<file path="src/rtl/axis_uart_tx_feeder.sv">
// Synchronous FIFO: DEPTH entries of WIDTH bits, head word visible combinationally.
// Latency: a pushed word is visible at rdata/level on the cycle after the push edge.
// Backpressure: full blocks pushes and empty blocks pops; both are decoded from the registered count.
module sync_fifo #(
  parameter int DEPTH = 16,
  parameter int WIDTH = 9
) (
  input  logic                     clk,
  input  logic                     rst,
  input  logic                     push,
  input  logic [WIDTH-1:0]         wdata,
  input  logic                     pop,
  output logic [WIDTH-1:0]         rdata,
  output logic [$clog2(DEPTH):0]   level,
  output logic                     full,
  output logic                     empty
);
  localparam int PW = $clog2(DEPTH);
  localparam int LW = PW + 1;
  localparam logic [LW-1:0] FULL_LEVEL = LW'(DEPTH);

  logic [WIDTH-1:0] mem [DEPTH];
  logic [PW-1:0]    wptr;
  logic [PW-1:0]    rptr;
  logic [LW-1:0]    count;
  logic             do_push;
  logic             do_pop;

  assign full    = (count == FULL_LEVEL);
  assign empty   = (count == '0);
  assign do_push = push && !full;
  assign do_pop  = pop && !empty;
  assign rdata   = mem[rptr];
  assign level   = count;

  // Storage array; no reset needed because the count masks stale words.
  always_ff @(posedge clk) begin
    if (do_push) begin
      mem[wptr] <= wdata;
    end
  end

  // Pointers wrap naturally; count tracks occupancy so full and empty are distinct.
  always_ff @(posedge clk or posedge rst) begin
    if (rst) begin
      wptr  <= '0;
      rptr  <= '0;
      count <= '0;
    end else begin
      if (do_push) begin
        wptr <= wptr + 1'b1;
      end
      if (do_pop) begin
        rptr <= rptr + 1'b1;
      end
      if (do_push && !do_pop) begin
        count <= count + 1'b1;
      end else if (do_pop && !do_push) begin
        count <= count - 1'b1;
      end
    end
  end
endmodule

// AXI-Stream byte buffer feeding uart_tx one byte at a time and flagging end of frame.
// Latency: 2 cycles from an accepted beat into an idle block to tx_start; 1 cycle from tx_done to the next tx_start.
// Backpressure: s_axis_tready drops only when the FIFO holds FIFO_DEPTH entries; a pop in the same cycle does not reopen it.
module axis_uart_tx_feeder #(
  parameter int FIFO_DEPTH = 16
) (
  input  logic                          clk,
  input  logic                          rst,
  input  logic [7:0]                    s_axis_tdata,
  input  logic                          s_axis_tvalid,
  output logic                          s_axis_tready,
  input  logic                          s_axis_tlast,
  output logic                          tx_start,
  output logic [7:0]                    tx_data,
  input  logic                          tx_done,
  output logic                          busy,
  output logic [$clog2(FIFO_DEPTH):0]   fifo_level,
  output logic                          frame_done
);
  localparam logic [1:0] IDLE  = 2'd0;
  localparam logic [1:0] START = 2'd1;
  localparam logic [1:0] WAIT  = 2'd2;

  logic [1:0] state;
  logic [1:0] next_state;
  logic [8:0] head;
  logic       full;
  logic       empty;
  logic       pop;
  logic       push;
  logic       cur_last;

  assign push          = s_axis_tvalid && s_axis_tready;
  assign s_axis_tready = !full;
  assign busy          = (state != IDLE);

  sync_fifo #(
    .DEPTH (FIFO_DEPTH),
    .WIDTH (9)
  ) u_fifo (
    .clk   (clk),
    .rst   (rst),
    .push  (push),
    .wdata ({s_axis_tlast, s_axis_tdata}),
    .pop   (pop),
    .rdata (head),
    .level (fifo_level),
    .full  (full),
    .empty (empty)
  );

  // Next-state and pop decode: a byte leaves the FIFO on every transition into START.
  always_comb begin
    next_state = state;
    pop        = 1'b0;
    case (state)
      IDLE: begin
        if (!empty) begin
          next_state = START;
          pop        = 1'b1;
        end
      end
      START: begin
        next_state = WAIT;
      end
      WAIT: begin
        if (tx_done) begin
          if (!empty) begin
            next_state = START;
            pop        = 1'b1;
          end else begin
            next_state = IDLE;
          end
        end
      end
      default: begin
        next_state = IDLE;
      end
    endcase
  end

  // State register plus registered strobes so tx_start and frame_done are glitch-free.
  always_ff @(posedge clk or posedge rst) begin
    if (rst) begin
      state      <= IDLE;
      tx_start   <= 1'b0;
      frame_done <= 1'b0;
    end else begin
      state      <= next_state;
      tx_start   <= (next_state == START);
      frame_done <= (state == WAIT) && tx_done && cur_last;
    end
  end

  // Latch the popped byte; it is held until the next pop so uart_tx sees a stable value.
  always_ff @(posedge clk or posedge rst) begin
    if (rst) begin
      tx_data  <= 8'h00;
      cur_last <= 1'b0;
    end else if (pop) begin
      tx_data  <= head[7:0];
      cur_last <= head[8];
    end
  end
endmodule

</file>
<file path="config.mk">
export PLATFORM = sky130hd
export DESIGN_NAME = axis_uart_tx_feeder
export DESIGN_NICKNAME = d
export VERILOG_FILES = /design/src/rtl/axis_uart_tx_feeder.sv
export SDC_FILE = /design/constraint.sdc
export NUM_CORES = 1
export LEC_CHECK = 0
export CORE_MARGIN = 10
export CORE_UTILIZATION = 60
export DETAILED_ROUTE_END_ITERATION = 8
export GPL_ROUTABILITY_DRIVEN = 0
export PLACE_DENSITY_LB_ADDON = 0.25
export SLEW_MARGIN = 20
export SYNTH_ARGS = -nofsm -noshare
export SYNTH_HDL_FRONTEND = slang
export SYNTH_SLANG_ARGS = --single-unit
</file>
<file path="constraint.sdc">
create_clock -name clk -period 3.2 [get_ports clk]
set_input_delay 0.96 -clock clk [delete_from_list [all_inputs] [get_ports clk]]
set_output_delay 0.96 -clock clk [all_outputs]
set_load 0.05 [all_outputs]
</file>
## After elaboration in Yosys (flattened, before gate mapping)

Memories as Yosys holds them, arrays and structs flattened. A register that Yosys moved wholly into a read port is not among the register bits.
Index checks and enable logic that the tools add are counted.
Widths: inputs -> output; s select.

- Flip-flop bits (word level): 17
- RAM bits: 144
- Input bits: 13
- Output and inout bits: 17
- Word-level logic and storage cells: 41
- Memories kept: 1

- Add/subtract/negate cells: 4
- Eq/ne operators: 4
- Mux-type cells: 11
- Reduce and logical (&&, ||, !) cells: 15

Memories:

| name | depth | width | read ports | clocked after Yosys merged registers in | wr ports | line | text |
|---|---|---|---|---|---|---|---|
| u_fifo.mem | 16 | 9 | 1 | 1 | 1 | 22 | `logic [WIDTH-1:0] mem [DEPTH];` |

Operator list:

| kind | count |
|---|---|
| $mux 5 | 2 |
| $add 4x1->4 const B | 2 |
| $logic_and 1x1->1 | 7 |
| $pmux 2 s3 | 1 |
| $add 5x1->5 const B | 1 |
| $eq 5x5->1 const B | 1 |
| $logic_not 5->1 | 1 |
| $mux 1 | 5 |
| $sub 5x1->5 const B | 1 |
| $eq 2x1->1 const B | 2 |
| $logic_not 1->1 | 4 |
| $mux 2 | 2 |
| $reduce_bool 2->1 | 2 |
| $eq 2x2->1 const B | 1 |
| $logic_not 2->1 | 1 |
| $pmux 1 s2 | 1 |

## Depth between registers and ports, before layout

Gate-level depths: netlist of run 1.

- Depth after elaboration: 8
- Mapped depth: 11
- Mapped depth without buffers: 10

## Modules after synthesis

Synthesis of run 1 repeated with hierarchy kept, for this count alone.

- Cells, all modules: 384
- Area total of the unflattened synthesis: 6935.4 sq um

By module, submodules not included:

| module | instances | cells an instance | area each (sq um) |
|---|---|---|---|
| sync_fifo | 1 | 350 | 6426.2 |
| axis_uart_tx_feeder | 1 | 34 | 509.2 |

## Least setup slack after synthesis of run 1

Ideal clock, no wire load.

- Path kind: flip-flop to flip-flop
- Start point: register u_fifo.count[0] (netlist: u_fifo.level[0])
- End point: register u_fifo.count[4] (netlist: u_fifo.level[4])
- Data arrival time: 2902 ps
- Data required time: 3055 ps
- Path slack: 153 ps
- Stages on the path, launching flop included: 12
- Clock period less this slack: 3047 ps
- Cells stage by stage: dfrtp_1 > nor4_1 > nand2_1 > and2_1 > buf_2 > ha_1 > inv_1 > ha_1 > a21o_1 > a21oi_1 > mux2i_1 > xnor2_1

- Elaborated cells between the ends (all ways): 19
- Classes of those cells: 2 x add/sub; 1 x eq/ne; 5 x mux; 11 x reduce/logical

RTL lines:

| item | line | text |
|---|---|---|
| from (decl) | 25 | `logic [LW-1:0] count;` |
| from (signal assigned) | 57 | `count <= count + 1'b1;` |
| from (signal assigned) | 59 | `count <= count - 1'b1;` |
| $eq 5x5->1 (*) | 29 | `assign full = (count == FULL_LEVEL);` |
| $logic_not 1->1 (*) | 98 | `assign s_axis_tready = !full;` |
| via s_axis_tready | 75 | `output logic s_axis_tready,` |
| $logic_and 1x1->1 | 97 | `assign push = s_axis_tvalid && s_axis_tready;` |
| $logic_and 1x1->1 (*) | 31 | `assign do_push = push && !full;` |
| via u_fifo.do_push | 26 | `logic do_push;` |
| $logic_not 1->1 | 58 | `end else if (do_pop && !do_push) begin` |
| $logic_and 1x1->1 | 58 |  |
| $reduce_bool 2->1 (no line) | -- |  |

Mark *: on every way through the listed nets, which the timed path passes. The rest lies on a longest branch. The select of a mux whose other input is x is not followed.
A chain may end at the register's enable or synchronous reset.

## Worst setup path in the final report of run 1

- Start point: register u_fifo.count[0] (netlist: u_fifo.level[0])
- End point: output s_axis_tready

- Longest elaborated chain between the ends: 2

Ends and longest elaborated chain:

| item | line |
|---|---|
| $eq 5x5->1 | 29 |
| $logic_not 1->1 | 98 |
| to (decl) | 75 |

No other way between the ends.

==> run metrics, run 1 <==
status=complete, no violations; Yosys reg bits=170; io pins=30; RSZ-0062 raised after global routing=no; antenna violations before repair=0; sequential-to-total area share from yosys stat=72.9%; first-pass GRT wire length=20.3 mm; Critical Path Fanout Max=6; Syn Nets=390; Via Count=3378; Die Area=16000 um^2; final hold vios=0; Starting Density=62.2%; mux cell area share after synthesis=15.0%; Pleak=2.80 nW; Max Cap Viol=0; Clk Latency, worst-skew pair=0.42 ns; Post-Synthesis Cells=366; FP Rows=38; R2R setup slack=0.57 ns; pwr/cell area=986 nW/um^2; clock root cell=clkbuf_16; CTS Buffer Depth=2; core area=11000 um^2; CP startpoint kind=flop; dpl cells=540; # Post-CTS Setup Buffers=0; Slew Viols, Final=0; drt total wl=12.9 mm; IO Port Bufs=29; Tcrit/Tclk final=92.9%; Final min period=2.97 ns; # diodes=0; FF-to-FF End=u_fifo.level[4]$_DFFE_PP0P_; most frequent cells in the layout=edfxtp_1 (144), nand2_1 (34), mux4_2 (33); peak supply drop=0.00126 V; NumNets Final=443; origin of the critical flop-to-flop path=u_fifo.level[0]$_DFFE_PP0P_; CP required=2.24 ns; r2r worst-path depth=10; Post-Syn Area=6830 um^2; critical path class=reg -> out; PnR worst setup slack=0.226 ns; crit end category=output pin; final setup violation count=0; WHS Endpoint=tx_data[1]$_DFFE_PP0N_; routed len/inst=22.6 um; post-route insts no fill=572; hpwl dp=7.96 mm; fillers=638; CTS Buf Count=17; 1st-iter DRT viols=281; vias in the first global route=3444; layout cells sized above 1=23.4%; Adder-Cell Fraction of Synth Area=2.13%; Vias/cell=5.91; Setup WS pre-CTS=-0.0197 ns; post-synthesis xor/xnor area fraction=1.28%; worst hold stages=2; post-synth top area cell=edfxtp_1; largest family of logic cells by synthesized area=multiplexers; post-synthesis area per instance=18.7 um^2; DRC=0; Layout area overhead=17.2%; Sink Count=170; First-pass DRT Iterations=4; crit path DAT=2.01 ns; Hold Startpoint=tx_data[1]$_DFFE_PP0N_; CTS tree=built; Synth cell types=33; clock skew=0.0101 ns; largest net degree at the start of global routing=40; die height=127 um; die extent in x=127 um; total power=7.89 mW; CTS resizes=0; Total GRT Usage=16.9%; clock slew seen by the registers of the worst setup and hold paths=0.06 ns; Final ANT Viol Nets=0; hold_buf cts=0; Fmax=336 MHz; area fraction in compound gates after synthesis=2.36%; worst slew pin tran=0.907 ns; simple logic cell fraction of the synthesized area=4.05%; Synth top area share=63.3%; Worst Hold Class=reg -> reg; most common cell after layout, fill and taps aside=edfxtp_1; grt ovf=0; headroom to the max-slew limit=39.6%; Synth area leaders=edfxtp_1 (63%), mux4_2 (11%), dfrtp_1 (9.5%); htree depth=4; Synth warnings=0
## worst max-delay path: stages, from the launching register on
cell and delay (ns):
dfrtp_1 0.45, nor4_1 0.34, nand2_1 0.10, clkdlybuf4s50_1 0.71
## how the worst max path moves through the flow
| stage | start | end | slack, ns | cells past startpoint |
|---|---|---|---|---|
| finish | u_fifo.level[0]$_DFFE_PP0P_ | s_axis_tready | 0.23 | 3 |
| global route | u_fifo.level[0]$_DFFE_PP0P_ | s_axis_tready | 0.06 | 3 |
| CTS | u_fifo.level[0]$_DFFE_PP0P_ | s_axis_tready | 0.21 | 3 |
| detailed placement | tx_done | u_fifo.level[4]$_DFFE_PP0P_ | -0.02 | 11 |
| global placement | tx_done | u_fifo.level[4]$_DFFE_PP0P_ | 0.08 | 11 |
| floorplan | u_fifo.level[0]$_DFFE_PP0P_ | u_fifo.level[4]$_DFFE_PP0P_ | 0.15 | 11 |
## kinds of logic (layout without fill, tap and decap cells)
kind of cell	count (synthesis)	count (layout)
adders and majority gates	11	11
AOI/OAI and AO/OA	28	28
muxes	55	55
DFF	170	170
and+or+nand+nor	64	64
buffers and inverters	28	94
xor gates and xnor gates	10	10
## synthesized netlist by cell type
cell	count
a21o_1	1
a21oi_1	3
and2_1	1
buf_1	2
buf_2	3
buf_4	3
buf_6	5
clkbuf_1	5
dfrtp_1	26
edfxtp_1	144
fa_1	1
ha_1	10
inv_1	9
inv_2	1
mux2_2	9
mux2i_1	10
mux4_1	3
mux4_2	33
nand2_1	34
nand2b_1	4
nand3_1	1
nand4_1	2
nor2_1	15
nor3_1	4
nor4_1	1
o21ai_0	5
o21ai_1	16
o21ai_2	2
o21ai_4	1
or2_2	1
or4_4	1
xnor2_1	9
xor2_1	1
## power breakdown
group / total, mW / internal (mW) / switching (mW) / leakage (nW)
registers: 3.05 / 2.77 / 0.278 / 1.61
clock network: 2.20 / 1.41 / 0.790 / 0.308
logic: 2.64 / 1.18 / 1.46 / 0.877
## layout make-up
cell class / count / area (um^2) / share of cell area (%)
Multi-Input combinational cell: 168 / 1690 / 21.2
Sequential cell: 170 / 4980 / 62.2
Clock inverter: 11 / 193 / 2.41
Clock buffer: 21 / 450 / 5.63
Timing Repair Buffer: 52 / 475 / 5.94
Inverter: 10 / 37.5 / 0.469
Tap cell: 140 / 175 / 2.19
## flip-flops by register name, indices dropped and copies added, names as in the netlist
name,cells
u_fifo.wptr,4
u_fifo.mem,144
tx_data,8
state,2
u_fifo.level,5
frame_done,1
cur_last,1
u_fifo.rptr,4
tx_start,1
## metal layers
layer | share of wire, % | global-route usage, % | up-vias
met5 | 0 | 0 | -
met4 | 0.56 | 5.69 | 0
met3 | 6.8 | 5.04 | 7
met1 | 41 | 21.9 | 1743
li1 | - | - | 1521
met2 | 52 | 26.7 | 107
## through the flow
stage	utilization (%)	TNS (ns)	hold WS (ns)	area [um^2]
after floorplan	-	0	0.456	6830
after global placement	67.0	0	0.468	7360
after detailed placement	67.0	-0.0197	0.475	7360
after CTS	72.9	0	0.490	8000
after global routing	72.9	0	0.541	8000
final	72.9	0	0.481	8000
Power figures use the tool's default switching activity.
==> run 2: changes to the inputs <==
SETUP_SLACK_MARGIN = 0.5   (was not set)
SKIP_CTS_REPAIR_TIMING = 1   (was not set)
==> run metrics, run 2 (synthesized netlist as in run 1, its figures left out) <==
io pins=30; first-pass GRT wire length=20.8 mm; Via Count=3485; die height=127 um; 1st-iter DRT viols=473; die extent in x=127 um; CTS tree=built; DRC=0; largest net degree at the start of global routing=31; fillers=625; crit end category=output pin; Sink Count=170; NumNets Final=443; First-pass DRT Iterations=5; Critical Path Fanout Max=6; layout cells sized above 1=25.9%; clock skew=0.00641 ns; max reg flops=144; clock root cell=clkbuf_16; final setup violation count=0; total power=7.73 mW; Tcrit/Tclk final=82.5%; pwr/cell area=969 nW/um^2; vias in the first global route=3601; clock slew seen by the registers of the worst setup and hold paths=0.06 ns; grt ovf=0; antenna violations before repair=0; Total GRT Usage=17.1%; Worst Hold Class=reg -> reg; peak supply drop=0.000737 V; CP required=2.24 ns; Final ANT Viol Nets=0; Crit path buffers/inverters=1; IO Port Bufs=29; final hold vios=0; Placed Area=7390 um^2; Max Cap Viol=0; Worst Hold Margin=0.487 ns; headroom to the max-slew limit=36.5%; Clk Latency, worst-skew pair=0.42 ns; most frequent cells in the layout=edfxtp_1 (144), nand2_1 (33), mux4_2 (33); Slowest-stage cell, CP=clkdlybuf4s50_1; Starting Density=62.2%; Die Area=16000 um^2; # diodes=0; worst slew pin tran=0.953 ns; post-route design area=7980 um^2; routed len/inst=23.1 um; CP startpoint kind=flop; Final min period=2.64 ns; CTS Buffer Depth=2; RSZ-0062 raised after global routing=no; Layout area overhead=16.9%; drt total wl=13.2 mm; crit path DAT=1.68 ns; critical path class=reg -> out; htree depth=4; status=complete, no violations; FP Rows=38; Pleak=2.79 nW; hpwl dp=8.24 mm; Slew Viols, Final=0; Vias/cell=6.09; most common cell after layout, fill and taps aside=edfxtp_1; CP top delay family=buffers and inverters; Setup TNS=0 ns; Reg with most FFs=u_fifo.mem; worst-path cell chain=clkdlybuf4s50_1; Fmax=379 MHz; core area=11000 um^2; CP peak stage delay=0.83 ns; CTS Buf Count=17
run 2: cell type report:
cell class                      count  area (um^2)  area share, %
Inverter                           10         40.0          0.502
Multi-Input combinational cell    168         1720           21.6
Clock buffer                       17          425           5.33
Sequential cell                   170         4980           62.4
Timing Repair Buffer               52          485           6.08
Tap cell                          140          175           2.19
Clock inverter                     15          151           1.90
run 2: through the flow:
stage          utilization, %  std cells  setup WS (ns)
5_1_grt                  72.7        572          0.512
3_5_place_dp             67.3        540          0.115
2_1_floorplan               -        366          0.505
6_report                 72.7        572          0.561
3_3_place_gp             67.3        540          0.171
4_1_cts                  72.5        572          0.229
run 2: path summary, 6_finish.rpt:
kind	from	endpoint	slack [ns]	cells past startpoint
max in group asynchronous	rst	u_fifo.level[3]$_DFFE_PP0P_	2.03	3
worst max-delay path	u_fifo.level[0]$_DFFE_PP0P_	fifo_level[0]	0.56	1
worst max register to register	u_fifo.level[2]$_DFFE_PP0P_	u_fifo.level[4]$_DFFE_PP0P_	0.67	9
worst min register to register	tx_data[0]$_DFFE_PP0N_	tx_data[0]$_DFFE_PP0N_	0.49	2
min in group asynchronous	rst	state[1]$_DFF_PP0_	0.90	3
worst min-delay path	tx_data[0]$_DFFE_PP0N_	tx_data[0]$_DFFE_PP0N_	0.49	2
run 2: worst min-delay path: cells and delay by family, from the launching register on:
family / cells / cell delay [ns]
flops: 1 / 0.34
compound gates: 1 / 0.06
simple gates: 1 / 0.05
run 2: per-layer routing:
metal / global-route usage [%] / vias up / wire length, um
met5: 0 / - / 0
met4: 7.10 / 0 / 314
met3: 4.96 / 30 / 816
met2: 28.0 / 109 / 6640
met1: 20.9 / 1822 / 5430
li1: - / 1524 / -
run 2: report_power, final:
part	switching (mW)	total [mW]	internal, mW	leakage (nW)
sequential	0.352	3.12	2.77	1.61
combinational	1.42	2.63	1.21	0.905
clock	0.831	1.98	1.15	0.271
total	2.60	7.73	5.13	2.79
==> run 3: changes to the inputs <==
clock period = 2.64 ns   (was 3.2 ns; I/O delays follow)
==> run metrics, run 3 (synthesized netlist as in run 1, its figures left out) <==
PnR worst setup slack=0.246 ns; grt ovf=0; DRC=0; peak supply drop=0.00103 V; Clock Power Share=26.4%; FP Rows=38; Total GRT Usage=17.2%; most common cell after layout, fill and taps aside=edfxtp_1; 1st-iter DRT viols=313; Slew Viols, Final=0; Pleak=3.04 nW; Layout area overhead=22.4%; drt total wl=13.3 mm; Via Count=3495; status=complete, no violations; Comb power frac=36.5%; switch share=32.7%; CTS tree=built; critical path class=reg -> reg; clock root cell=clkbuf_16; max reg flops=144; clock slew seen by the registers of the worst setup and hold paths=0.06 ns; headroom to the max-slew limit=49.8%; Tcrit/Tclk final=90.7%; Setup WS pre-CTS=-0.181 ns; post-route insts no fill=582; Critical Path Fanout Max=5; RSZ-0062 raised after global routing=yes; First-pass DRT Iterations=5; register share of total power=37.1%; layout cells sized above 1=33.3%; worst slew pin tran=0.753 ns; pwr/cell area=1190 nW/um^2; Die Area=16000 um^2; Reg with most FFs=u_fifo.mem; # diodes=0; fillers=596; Hold Startpoint=tx_data[6]$_DFFE_PP0N_; most frequent cells in the layout=edfxtp_1 (144), nand2_1 (33), mux4_2 (33); Sink Count=170; Clk Latency, worst-skew pair=0.42 ns; IO Port Bufs=29; Net Switching=3.24 mW; CTS Buf Count=17; Vias/cell=6.01; Max Cap Viol=0; hpwl dp=7.76 mm; io pins=30; Crit. Startpoint=u_fifo.level[1]$_DFFE_PP0P_; total power=9.93 mW; internal power=6.69 mW; post-route design area=8360 um^2; core area=11000 um^2; Worst Hold Margin=0.486 ns; NumNets Final=453; die extent in x=127 um; antenna violations before repair=0; routed len/inst=22.9 um; Placed Area=7600 um^2; vias in the first global route=3568; first-pass GRT wire length=20.7 mm; largest net degree at the start of global routing=36; crit end category=flop; final hold vios=0; CP required=2.94 ns; Final ANT Viol Nets=0; dpl cells=545; Starting Density=62.2%; Fmax=418 MHz; crit path DAT=2.70 ns; htree depth=4; final setup violation count=0; clock skew=0.0101 ns; CTS Buffer Depth=2; CP startpoint kind=flop; Worst Hold Class=reg -> reg; Final min period=2.39 ns; die height=127 um; origin of the critical flop-to-flop path=u_fifo.level[1]$_DFFE_PP0P_
run 3: changes by cell type in the layout (fill, tap and decap cells not counted), moves of 4 or more:
| cell | previous run | this run |
|---|---|---|
| nor2_2 | 0 | 12 |
| nor3_1 | 4 | 0 |
| dlymetal6s2s_1 | 4 | 14 |
| nor2_1 | 15 | 3 |
| buf_12 | 1 | 8 |
| clkdlybuf4s50_1 | 25 | 11 |
run 3: power groups by stage:
stage | logic [mW] | registers [mW] | clock network, mW
5_1_grt | 3.92 | 3.74 | 2.77
4_1_cts | 3.51 | 3.68 | 2.66
3_5_place_dp | 3.48 | 3.73 | 0
3_3_place_gp | 3.41 | 3.69 | 0
2_1_floorplan | 2.28 | 3.96 | 0
6_report | 3.62 | 3.69 | 2.62
run 3: final timing paths:
kind / depth (start not counted) / to / slack, ns
worst max-delay path: 10 / u_fifo.level[4]$_DFFE_PP0P_ / 0.25
max in group asynchronous: 3 / u_fifo.level[0]$_DFFE_PP0P_ / 1.60
worst max register to register: 10 / u_fifo.level[4]$_DFFE_PP0P_ / 0.25
worst min register to register: 2 / tx_data[6]$_DFFE_PP0N_ / 0.49
min in group asynchronous: 3 / tx_data[0]$_DFFE_PP0N_ / 0.74
worst min-delay path: 2 / tx_data[6]$_DFFE_PP0N_ / 0.49
run 3: routing by layer:
| layer | global-route usage (%) | routed length (um) | up-vias |
|---|---|---|---|
| met5 | 0 | 0 | - |
| met4 | 8.31 | 375 | 0 |
| met3 | 5.16 | 829 | 24 |
| met2 | 26.5 | 6620 | 134 |
| met1 | 22.1 | 5530 | 1790 |
| li1 | - | - | 1547 |
run 3: final cells by class:
cell class | count | area, um^2 | area share (%)
Multi-Input combinational cell | 168 | 1820 | 21.8
Timing Repair Buffer | 62 | 701 | 8.39
Inverter | 10 | 40.0 | 0.479
Clock buffer | 21 | 470 | 5.63
Clock inverter | 11 | 166 | 1.99
Sequential cell | 170 | 4980 | 59.6
Tap cell | 140 | 175 | 2.10
run 3: per-stage QoR:
stage          util (%)  TNS [ns]
3_3_place_gp       69.2    -0.331
5_1_grt            76.1         0
3_5_place_dp       69.2    -0.426
2_1_floorplan         -         0
4_1_cts            75.0         0
6_report           76.1         0
run 3: critical path, stage by stage (launching register included):
cell	delay (ns)
dfrtp_2	0.43
or4_4	0.56
o21ai_4	0.17
ha_4	0.19
inv_4	0.05
buf_6	0.12
ha_4	0.15
a21o_1	0.16
a21oi_2	0.14
mux2i_1	0.22
xnor2_1	0.09
==> patch 1, RTL diff (config.mk and constraints of run 2) <==
Reset style: synchronous (`rst`), changed in 3 clocked blocks.
--- a/src/rtl/axis_uart_tx_feeder.sv
+++ b/src/rtl/axis_uart_tx_feeder.sv
@@ -41,7 +41,7 @@
   end
 
   // Pointers wrap naturally; count tracks occupancy so full and empty are distinct.
-  always_ff @(posedge clk or posedge rst) begin
+  always_ff @(posedge clk) begin
     if (rst) begin
       wptr  <= '0;
       rptr  <= '0;
@@ -144,7 +144,7 @@
   end
 
   // State register plus registered strobes so tx_start and frame_done are glitch-free.
-  always_ff @(posedge clk or posedge rst) begin
+  always_ff @(posedge clk) begin
     if (rst) begin
       state      <= IDLE;
       tx_start   <= 1'b0;
@@ -157,7 +157,7 @@
   end
 
   // Latch the popped byte; it is held until the next pop so uart_tx sees a stable value.
-  always_ff @(posedge clk or posedge rst) begin
+  always_ff @(posedge clk) begin
     if (rst) begin
       tx_data  <= 8'h00;
       cur_last <= 1'b0;
Check against the original RTL: differs if rst is asserted again (counterexample within 4 cycles, from zero or initial values and one cycle with rst high); with rst held inactive, the same outputs for 10 cycles.
==> patch 1 against run 2 <==
  * Synthesized area is 0.97% lower
  * Cell area is 1.1% higher
  * Wire length is 1.1% higher
  * Sequential cell count stayed put
  * Final cell count is 12% higher
  * Total power is 17% lower
  * Largest power group unchanged
  * Hold slack worse by 33 ps
  * Worst setup slack worse by 42 ps
  * Fmax is 1.6% lower
==> patch 1: results (changes against run 2) <==
stage;metric;value;unit;change
finish;nNetsFinal;509;;was 443
finish;nFillCells;675;;was 625
logic_synthesis;synthArstFlopShare;0;;was 0.153
logic_synthesis;yosys-top-cells-area;edfxtp_1 (64%), mux2i_1 (11%), dfxtp_1 (7.7%), o22ai_1 (3.1%), nor2_1 (2.2%);;was edfxtp_1 (63%), mux4_2 (11%), dfrtp_1 (9.5%), nand2_1 (1.9%), ha_1 (1.8%)
critical_path;slowest_delay;420;ps;was 830 ps
logic_synthesis;synthMuxAreaShare;0.116;;was 0.150
critical_path;cp_max_fo;5;;was 6
critical_path;slowest_stage;nor4_4;;was clkdlybuf4s50_1
routing;wl;13300;µm;was 13200 µm
critical_path;crit_family;multiplexers;;was buffers and inverters
logic_synthesis;synth_nets;452;;was 390
logic_synthesis;synth_common_cells;edfxtp_1 (144), mux2i_1 (73), nor2_1 (39), o22ai_1 (33), dfxtp_1 (26);;was edfxtp_1 (144), nand2_1 (34), mux4_2 (33), dfrtp_1 (26), o21ai_1 (16)
routing;wl_met2;6590;µm;was 6640 µm
finish;drive_gt1_frac;0.166;;was 0.259
routing;drt_iter0_markers;326;;was 473
logic_synthesis;ys_types;41;;was 33
global_route;grt_pass1_wl;21000;µm;was 20800 µm
pwr;power_leakage;2.65;nW;was 2.79 nW
logic_synthesis;synthesis.instances;429;;was 366
routing;drt-met1-wl;5850;µm;was 5430 µm
status;status;completed;;unchanged
pwr;vdd_drop_max;646;µV;was 737 µV
logic_synthesis;synth_compound_area_frac;0.0583;;was 0.0236
timing;fin_skew;11.0;ps;was 6.41 ps
global_route;grt_usage;0.170;;was 0.171
placed_design;post-place-ws;-240;ps;was 115 ps
routing;num_vias;3843;;was 3485
global_route;grt_max_degree;38;;was 31
timing;worst_pin_slew;626;ps;was 953 ps
routing;wl_met3;754;µm;was 816 µm
critical_path;cp_data_arrival_time;2990;ps;was 1680 ps
-- patch 1: cell count changes after synthesis, sizes merged, moves of 5 or more --
cell	delta
nor2	+24
dfxtp	+26
nand2	-28
buf	+5
nand3b	+6
mux2i	+63
a211oi	+8
dfrtp	-26
o21ai	-22
nor4	+9
mux2	-8
o22ai	+34
mux4	-34
xnor2	-6
-- patch 1: metrics by stage --
stage          instance area, µm²  std cells
2_1_floorplan                6840        429
3_3_place_gp                 7410        603
3_5_place_dp                 7410        603
4_1_cts                      8010        635
5_1_grt                      8070        639
6_report                     8070        639
-- patch 1: final cells by class --
type | count | area [µm²] | area share
Clock inverter | 15 | 175 | 0.0217
Multi-Input combinational cell | 229 | 1830 | 0.227
Timing Repair Buffer | 61 | 562 | 0.0696
Sequential cell | 170 | 4860 | 0.602
Inverter | 7 | 43.8 | 0.00543
Tap cell | 140 | 175 | 0.0217
Clock buffer | 17 | 425 | 0.0527
-- patch 1: per-layer routing --
metal  vias to the layer above  track usage
met2                       120        0.271
met1                      1938        0.223
met4                         0       0.0489
met5                         -            0
li1                       1775            -
met3                        10       0.0508
-- patch 1: tightest hold or removal path: stages, from the launching register on --
cell and delay [ps]:
dfxtp_1 320, nand2_1 60, nor4_1 40
-- patch 1: path summary, 6_finish.rpt --
kind | startpoint | to | slack (ps) | depth (start not counted)
max reg2reg | u_fifo.level[3] | u_fifo.level[4] | 520 | 11
max | u_fifo.level[3] | u_fifo.level[4] | 520 | 11
min | cur_last | frame_done | 450 | 2
min reg2reg | cur_last | frame_done | 450 | 2
-- patch 1: power breakdown --
part	switching, mW	internal (mW)
Combinational	0.980	0.696
Sequential	0.171	2.56
Clock	0.824	1.23
Total	1.97	4.48
==> patch 2, RTL diff (config.mk and constraints of run 2) <==
Made on the original files. `FIFO_DEPTH`: 16 -> 64.
--- a/src/rtl/axis_uart_tx_feeder.sv
+++ b/src/rtl/axis_uart_tx_feeder.sv
@@ -66,7 +66,7 @@
 // Latency: 2 cycles from an accepted beat into an idle block to tx_start; 1 cycle from tx_done to the next tx_start.
 // Backpressure: s_axis_tready drops only when the FIFO holds FIFO_DEPTH entries; a pop in the same cycle does not reopen it.
 module axis_uart_tx_feeder #(
-  parameter int FIFO_DEPTH = 16
+  parameter int FIFO_DEPTH = 64
 ) (
   input  logic                          clk,
   input  logic                          rst,
Ports: changed (resized fifo_level); port bits go from 30 to 32. The function was not compared with the original's and may differ.
==> patch 2 against run 2 <==
  * Global-route usage is 4.4 points higher
  * Clock power grew to 3.2 times the old value
  * Clock skew is 11 ps higher
  * Wire length grew to 3.8 times the old value
  * Combinational power grew to 3.0 times the old value
  * Sequential cell count is 438 higher
  * Critical path depth is 2 higher
  * Total power grew to 3.1 times the old value
  * Cell area grew to 3.5 times the old value
  * Die area grew to 3.0 times the old value
  * Synthesized area grew to 3.5 times the old value
  * Worst setup slack worse by 180 ps
  * First-iteration DRC count grew to 3.0 times the old value
  * Utilization is 2.8 points lower
==> patch 2: results (changes against run 2) <==
stage;metric;value;unit;change
finish;nFillCells;2349;;was 625
critical_path;r2r-start;u_fifo.level[0];;was u_fifo.level[2]
placed_design;placed_cells;1769;;was 540
logic_synthesis;yosys-top-cells-area;edfxtp_1 (72%), mux4_2 (14%), dfrtp_1 (3.4%), mux2i_1 (2.1%), nor2_1 (1.4%);;was edfxtp_1 (63%), mux4_2 (11%), dfrtp_1 (9.5%), nand2_1 (1.9%), ha_1 (1.8%)
global_route;grt_max_degree;65;;was 31
placed_design;hpwl;31500;µm;was 8240 µm
critical_path;crit_family;simple AND/OR/NAND/NOR gates;;was buffers and inverters
critical_path;slowest_stage;dfrtp_2;;was clkdlybuf4s50_1
clock_tree;clockBufferDepth;3;;was 2
logic_synthesis;synthArstFlopShare;0.0526;;was 0.153
finish;nNetsFinal;1342;;was 443
floorplanning;die_x;220;µm;was 127 µm
status;status;completed;;unchanged
finish;n_all_buffers;178;;was 52
timing;post-route-period-util;0.882;;was 0.825
logic_synthesis;synth_compound_area_frac;0.0190;;was 0.0236
clock_tree;clk_latency;610;ps;was 420 ps
logic_synthesis;synthMuxAreaShare;0.164;;was 0.150
finish;largest_reg_flops;576;;was 144
logic_synthesis;synth-xor-area-share;0.00513;;was 0.0128
critical_path;reg2reg_slack;510;ps;was 670 ps
logic_synthesis;ys_types;49;;was 33
pwr;vdd_drop_max;498;µV;was 737 µV
routing;num_vias;11800;;was 3485
critical_path;cp_max_fo;3;;was 6
routing;drt_iter0_markers;1423;;was 473
timing;worst_pin_slew;869;ps;was 953 ps
finish;clkCellAreaFrac;0.0631;;was 0.0723
finish;nClkBuffers;83;;was 17
routing;via_per_inst;6.23;;was 6.09
logic_synthesis;synth_nets;1166;;was 390
==> patch 2: cell types whose count changed after synthesis, sizes merged, moves of 8 or more <==
cell,delta
a211oi,+11
nor2,+72
nand2,-11
mux4,+114
a21oi,+8
nand3,+11
a22oi,+8
nor2b,+11
edfxtp,+432
o21ai,-11
clkbuf,+15
o22ai,+14
buf,+29
mux2i,+40
==> patch 2: worst min-delay path, delay by kind of cell, from the launching register on <==
| kind | cells | cell delay, ps |
|---|---|---|
| simple gates | 2 | 160 |
| flops | 1 | 370 |
==> patch 2: logic make-up (layout without fill, tap and decap cells) <==
logic type / count (synthesis) / in the layout
AOI/OAI and AO/OA: 69 / 69
xor gates and xnor gates: 14 / 14
adders and majority gates: 9 / 9
buffers and inverters: 74 / 295
DFF: 608 / 608
muxes: 203 / 203
and+or+nand+nor: 167 / 167
==> patch 2: how the worst max path moves through the flow <==
stage                    start         endpoint  slack [ps]
2_1_floorplan  u_fifo.level[3]  u_fifo.level[6]         290
3_3_place_gp           tx_done  u_fifo.level[6]        -140
3_5_place_dp           tx_done  u_fifo.level[6]        -140
4_1_cts        u_fifo.level[3]    s_axis_tready        -100
5_1_grt        u_fifo.level[0]    s_axis_tready         330
6_report       u_fifo.level[0]    s_axis_tready         380
==> patch 2: power breakdown <==
part / total [mW] / switching [mW] / internal, mW
clock: 6.35 / 2.73 / 3.62
sequential: 9.75 / 0.543 / 9.20
combinational: 7.92 / 4.23 / 3.69
==> patch 2: per-stage QoR <==
step | setup slack [ps] | hold WS, ps
after CTS | -97.7 | 558
after global routing | 333 | 591
after global placement | -144 | 515
after detailed placement | -144 | 534
after floorplan | 292 | 472
final | 379 | 564
==> patch 2: routing by layer <==
metal,part of all wire,track usage
met5,0,0
met4,0.027,0.0712
met3,0.074,0.0400
met2,0.48,0.333
met1,0.41,0.308
